<file path="src/rtl/hazard_scoreboard.sv">
// Pipeline hazard scoreboard: operand forwarding selects, load-use and memory-wait
// stalls, branch-redirect flushes, and a multi-cycle EX unit tracker.
module hazard_scoreboard #(
  parameter int NUM_SRC = 2,
  parameter int REG_AW  = 5,
  parameter int MC_LAT  = 4,
  parameter int CNT_W   = 16
) (
  input  logic                      CLK,
  input  logic                      RST,
  input  logic [NUM_SRC*REG_AW-1:0] de_rs,
  input  logic [NUM_SRC-1:0]        de_rs_used,
  input  logic [REG_AW-1:0]         ex_rd,
  input  logic                      ex_we,
  input  logic                      ex_load,
  input  logic                      ex_mc_start,
  input  logic                      ex_redirect,
  input  logic [REG_AW-1:0]         mem_rd,
  input  logic                      mem_we,
  input  logic [REG_AW-1:0]         wb_rd,
  input  logic                      wb_we,
  input  logic                      dmem_ready,
  output logic [2*NUM_SRC-1:0]      fwd_sel,
  output logic                      stall_if,
  output logic                      stall_de,
  output logic                      stall_ex,
  output logic                      stall_mem,
  output logic                      bubble_ex,
  output logic                      bubble_mem,
  output logic                      flush_if_de,
  output logic                      mc_busy,
  output logic                      mc_done,
  output logic [CNT_W-1:0]          stall_cycles
);

  localparam int MC_CW = $clog2(MC_LAT);

  typedef enum logic {IDLE, MC_BUSY} state_t;

  state_t           state, next_state;
  logic [MC_CW-1:0] mc_cnt, next_cnt;

  logic load_use;
  logic mem_wait;
  logic mc_hold;
  logic mc_last;
  logic redirect_ok;

  always_ff @(posedge CLK) begin
    if (RST) begin
      state        <= IDLE;
      mc_cnt       <= '0;
      stall_cycles <= '0;
    end else begin
      state  <= next_state;
      mc_cnt <= next_cnt;
      if (stall_if && (stall_cycles != {CNT_W{1'b1}}))
        stall_cycles <= stall_cycles + 1'b1;
    end
  end

  // The down-counter only advances while memory is ready, so a data-memory wait
  // stretches the multi-cycle op instead of letting it finish under a frozen pipe.
  always_comb begin
    next_state = state;
    next_cnt   = mc_cnt;
    case (state)
      IDLE: begin
        if (ex_mc_start && !stall_ex) begin
          next_state = MC_BUSY;
          next_cnt   = MC_CW'(MC_LAT - 1);
        end
      end
      MC_BUSY: begin
        if (dmem_ready) begin
          if (mc_cnt == '0) next_state = IDLE;
          else              next_cnt   = mc_cnt - 1'b1;
        end
      end
      default: next_state = IDLE;
    endcase
  end

  always_comb begin
    logic [REG_AW-1:0] rs;
    rs          = '0;
    fwd_sel     = '0;
    load_use    = 1'b0;
    for (int i = 0; i < NUM_SRC; i++) begin
      rs = de_rs[i*REG_AW +: REG_AW];
      if (de_rs_used[i] && (rs != '0)) begin
        if (ex_we && (ex_rd == rs) && !ex_load) fwd_sel[2*i +: 2] = 2'd1;
        else if (mem_we && (mem_rd == rs))      fwd_sel[2*i +: 2] = 2'd2;
        else if (wb_we && (wb_rd == rs))        fwd_sel[2*i +: 2] = 2'd3;
        if (ex_we && ex_load && (ex_rd == rs))  load_use = 1'b1;
      end
    end

    mem_wait    = !dmem_ready;
    mc_last     = (state == MC_BUSY) && (mc_cnt == '0);
    mc_hold     = (state == MC_BUSY) && (mc_cnt != '0);
    stall_ex    = mem_wait || mc_hold;
    redirect_ok = ex_redirect && !stall_ex;

    // A taken redirect squashes the DE instruction, so its load-use stall is moot.
    stall_if    = stall_ex || (load_use && !redirect_ok);
    stall_de    = stall_if;
    stall_mem   = mem_wait;
    bubble_ex   = !stall_ex && (load_use || redirect_ok);
    bubble_mem  = mc_hold && !mem_wait;
    flush_if_de = redirect_ok;
    mc_busy     = mc_hold;
    mc_done     = mc_last && dmem_ready;

    if (RST) begin
      fwd_sel     = '0;
      stall_if    = 1'b0;
      stall_de    = 1'b0;
      stall_ex    = 1'b0;
      stall_mem   = 1'b0;
      bubble_ex   = 1'b0;
      bubble_mem  = 1'b0;
      flush_if_de = 1'b0;
      mc_busy     = 1'b0;
      mc_done     = 1'b0;
    end
  end

endmodule
</file>
<file path="config.mk">
export PLATFORM = sky130hd
export DESIGN_NAME = hazard_scoreboard
export DESIGN_NICKNAME = d
export VERILOG_FILES = /design/src/rtl/hazard_scoreboard.sv
export SDC_FILE = /design/constraint.sdc
export NUM_CORES = 1
export LEC_CHECK = 0
export BUFFER_PORTS_ARGS = -buffer_cell sky130_fd_sc_hd__buf_2
export CAP_MARGIN = 25
export CORE_MARGIN = 2
export CORE_UTILIZATION = 45
export CTS_BUF_LIST = sky130_fd_sc_hd__clkbuf_4
export CTS_CLUSTER_SIZE = 16
export DETAILED_ROUTE_END_ITERATION = 8
export PLACE_DENSITY = 0.76
export SYNTH_ARGS = -nofsm -noshare
export SYNTH_HDL_FRONTEND = slang
export SYNTH_SLANG_ARGS = --single-unit
export TNS_END_PERCENT = 100
</file>
<file path="constraint.sdc">
create_clock -name CLK -period 2.6 [get_ports CLK]
set_input_delay 0.26 -clock CLK [delete_from_list [all_inputs] [get_ports CLK]]
set_output_delay 0.26 -clock CLK [all_outputs]
set_load 0.01 [all_outputs]
</file>
==> impl_metrics.py <==
metrics = {
    "placement": {
        "port_buffers": 64,
        "dpl-instance-area_sq_um": 1890,
        "post-dp-hpwl_microns": 2850,
        "routabilityCongestion": 0.843,
    },
    "logic_synthesis": {
        "post-synth-top-area-cell": "dfxtp_1",
        "ys_seq_area_frac": 0.247,
        "yosysTopAreaCellShare": 0.247,
        "netlist_instances": 190,
        "synthTopCellsByArea": "dfxtp_1, xnor2_1, xor2_1, nor2_1, a21oi_2",
        "ys.flop_type": "dfxtp_1",
        "yosys-mux-area-fraction": 0.00732,
        "synth_compound_area_frac": 0.126,
        "synth_edf_count": 0,
        "synth_simple_gate_area_frac": 0.306,
        "synthAdderAreaFrac": 0.0163,
        "synth_top_family_by_area": "simple AND/OR/NAND/NOR gates",
        "ys_types": 37,
        "yosysMostFrequentCell": "xnor2_1",
        "avgSynthCellArea_sq_um": 8.10,
        "synth-seq-cells": 19,
        "synthXorXnorAreaFrac": 0.250,
        "syn-cell-area_sq_um": 1540,
        "yosysWarnings": 0,
        "synthTopCellsByCount": "xnor2_1, nor2_1, dfxtp_1",
        "synthesis.nets": 228,
        "synthArstFlopShare": 0,
    },
    "layout": {
        "postLayoutCellArea_sq_um": 1920,
        "antenna_cells": 0,
        "syn2layout_area_growth_pct": 25.0,
        "nets": 293,
        "drive_gt1_frac": 0.350,
    },
    "sta": {
        "layout_min_cycle_time_ns": 2.19,
        "hold_viol": 0,
        "finalCritPeriodShare": 0.841,
        "maxSlewViolCount": 0,
        "holdWs_ns": 0.305,
        "setup_viol": 0,
        "fmax_ghz": 0.457,
        "finalSetupTns_ns": 0,
        "rsz0062_at_grt": "no",
        "fin_skew_ns": 0.00636,
        "slew_headroom": 0.671,
        "worst_pin_slew_ns": 0.494,
    },
    "die": {
        "ios": 65,
        "die_area_sq_um": 3900,
        "start_util": 0.465,
        "core.rowCount": 21,
        "die_x_microns": 62.5,
        "fp.dieH_microns": 62.5,
        "core_area_sq_um": 3310,
    },
    "worst_setup_path": {
        "cp_slowest_cell": "or4_1",
        "worst_path_dominant_cell_family": "simple AND/OR/NAND/NOR gates",
        "startpoint_type": "primary input",
        "ff2ff_setup_slack_ns": 0.51,
        "worst-path-buf-inv": 2,
        "critical_path_required_ns": 2.34,
        "cp.arrival_ns": 1.93,
        "r2r_start": "stall_cycles[2]$_SDFFE_PP0P_",
        "cp_common_cell": "buf_2",
        "crit_path_end_kind": "output pin",
        "crit_chain": "buf_2 -> or4_1 -> nor2_1 -> nor4b_2 -> o21ai_0 -> nor3_1 -> or2_2 -> buf_2",
        "reg2regPathDepth": 7,
        "cpPeakStageDelay_ns": 0.53,
        "r2r_end": "stall_cycles[12]$_SDFFE_PP0P_",
        "critPathMaxFanout": 4,
        "critical_path_class": "in2out",
    },
    "pwr": {
        "p_leak_nw": 0.832,
        "powerDensity_nw_per_um2": 326,
        "vdd_drop_max_uv": 291,
    },
    "clock_tree": {
        "post-cts-setup-buffer-count": 0,
        "ctsLongestPathBuffers": 2,
        "cts_resized": 0,
        "clock_sinks": 19,
        "cts_root_buf": "clkbuf_4",
        "cts_tree": "done",
        "clkLatencyLatePin_ns": 0.30,
        "cts.htree.levels": 1,
        "cts.reportedPaths.clkPinSlew_ns": 0.10,
        "hold_buffers": 0,
        "cts_buffers": 3,
    },
    "grt": {
        "grt_max_degree": 30,
        "grt_pass1_vias": 1442,
        "antenna_found_initial": 0,
        "grt_overflow": 0,
        "grt_pass1_wl_microns": 6160,
        "grt_usage": 0.188,
    },
    "status": {
        "status": "completed",
    },
    "detailed_routing": {
        "first_pass_iters": 4,
        "drt_iter0_markers": 88,
        "via_per_inst": 5.09,
        "ant_nets": 0,
        "wl_microns": 3600,
        "wl_per_cell_microns": 12.0,
        "via_count": 1528,
        "route.detailed.drc": 0,
    },
    "min_path": {
        "min_to": "mc_cnt[0]$_SDFFE_PP0P_",
        "hold_path_depth": 3,
        "hp-class": "in2reg",
        "hp-start": "dmem_ready",
    },
    "flow_run": {
        "maxCapViolCount": 0,
    },
}
[cells in the final DEF (no fill, tap or decap), types with 2 or more instances in the layout]
master / Yosys / final
or3b_2: 2 / 2
nor4_1: 4 / 4
nor3b_1: 2 / 2
o21ai_0: 4 / 4
clkbuf_4: 0 / 4
xor2_1: 18 / 18
nor2b_1: 4 / 4
nand3_1: 9 / 9
a21oi_2: 9 / 9
or4_1: 2 / 2
nand4_1: 6 / 6
dfxtp_1: 19 / 19
and3_1: 10 / 10
nand2_1: 7 / 7
ha_1: 2 / 2
buf_2: 0 / 64
nand2b_1: 2 / 2
xnor2_1: 26 / 26
nor4b_2: 2 / 2
a21boi_1: 2 / 2
inv_1: 4 / 4
nor2_1: 24 / 24
nor3_1: 7 / 7
buf_4: 1 / 4
and2_1: 2 / 2
a21oi_1: 6 / 6
a211oi_1: 2 / 2
[worst max-delay path by stage]
stage                           start                       endpoint  cells after the start
2_1_floorplan  mc_cnt[0]$_SDFFE_PP0P_  stall_cycles[12]$_SDFFE_PP0P_                      8
3_3_place_gp                 de_rs[1]                       stall_if                      8
3_5_place_dp                 de_rs[1]                       stall_de                      8
4_1_cts                      de_rs[1]                       stall_de                      8
5_1_grt                      de_rs[1]                       stall_de                      8
6_report                     de_rs[1]                       stall_de                      8
[tightest hold or removal path, delay by kind of cell]
family                 cells  cell delay [ns]
AO/OA/AOI/OAI              2             0.15
buffers and inverters      1             0.14
[routing by layer]
metal / up-vias / part of all wire / track usage
li1: 785 / - / -
met1: 684 / 0.46 / 0.244
met5: - / 0 / 0
met2: 52 / 0.46 / 0.316
met3: 7 / 0.065 / 0.0324
met4: 0 / 0.016 / 0.0639
[stage by stage]
stage | util | total power, W | setup WS [ns] | std cells
global placement | 0.572 | 0.000472 | 0.452 | 296
detailed placement | 0.572 | 0.000473 | 0.406 | 296
floorplan | - | 0.000405 | 0.609 | 190
finish | 0.581 | 0.000628 | 0.413 | 300
CTS | 0.581 | 0.000634 | 0.401 | 300
global route | 0.581 | 0.000664 | 0.259 | 300
[kinds of logic (layout without fill, tap and decap cells)]
group                      Yosys count  after routing
and+or+nand+nor                     86             86
xor gates and xnor gates            44             44
AOI/OAI and AO/OA                   25             25
DFF                                 19             19
buffers and inverters               13             77
adders and majority gates            2              2
muxes                                1              1
[sequential cells by signal, summed over array words and instances (netlist names)]
register	cells
mc_cnt	2
stall_cycles	16
state	1
[power by group]
part,switching [W],internal [W]
sequential,0.00000652,0.000297
combinational,0.0000886,0.0000744
clock,0.0000907,0.0000703
[layout make-up]
type,instances,area [sq um]
Inverter,5,18.8
Sequential cell,19,380
Tap cell,46,57.6
Clock buffer,4,30.0
Fill cell,340,1390
Multi-Input combinational cell,158,1090
Timing Repair Buffer,68,350
(Power assumes the default switching activity.)
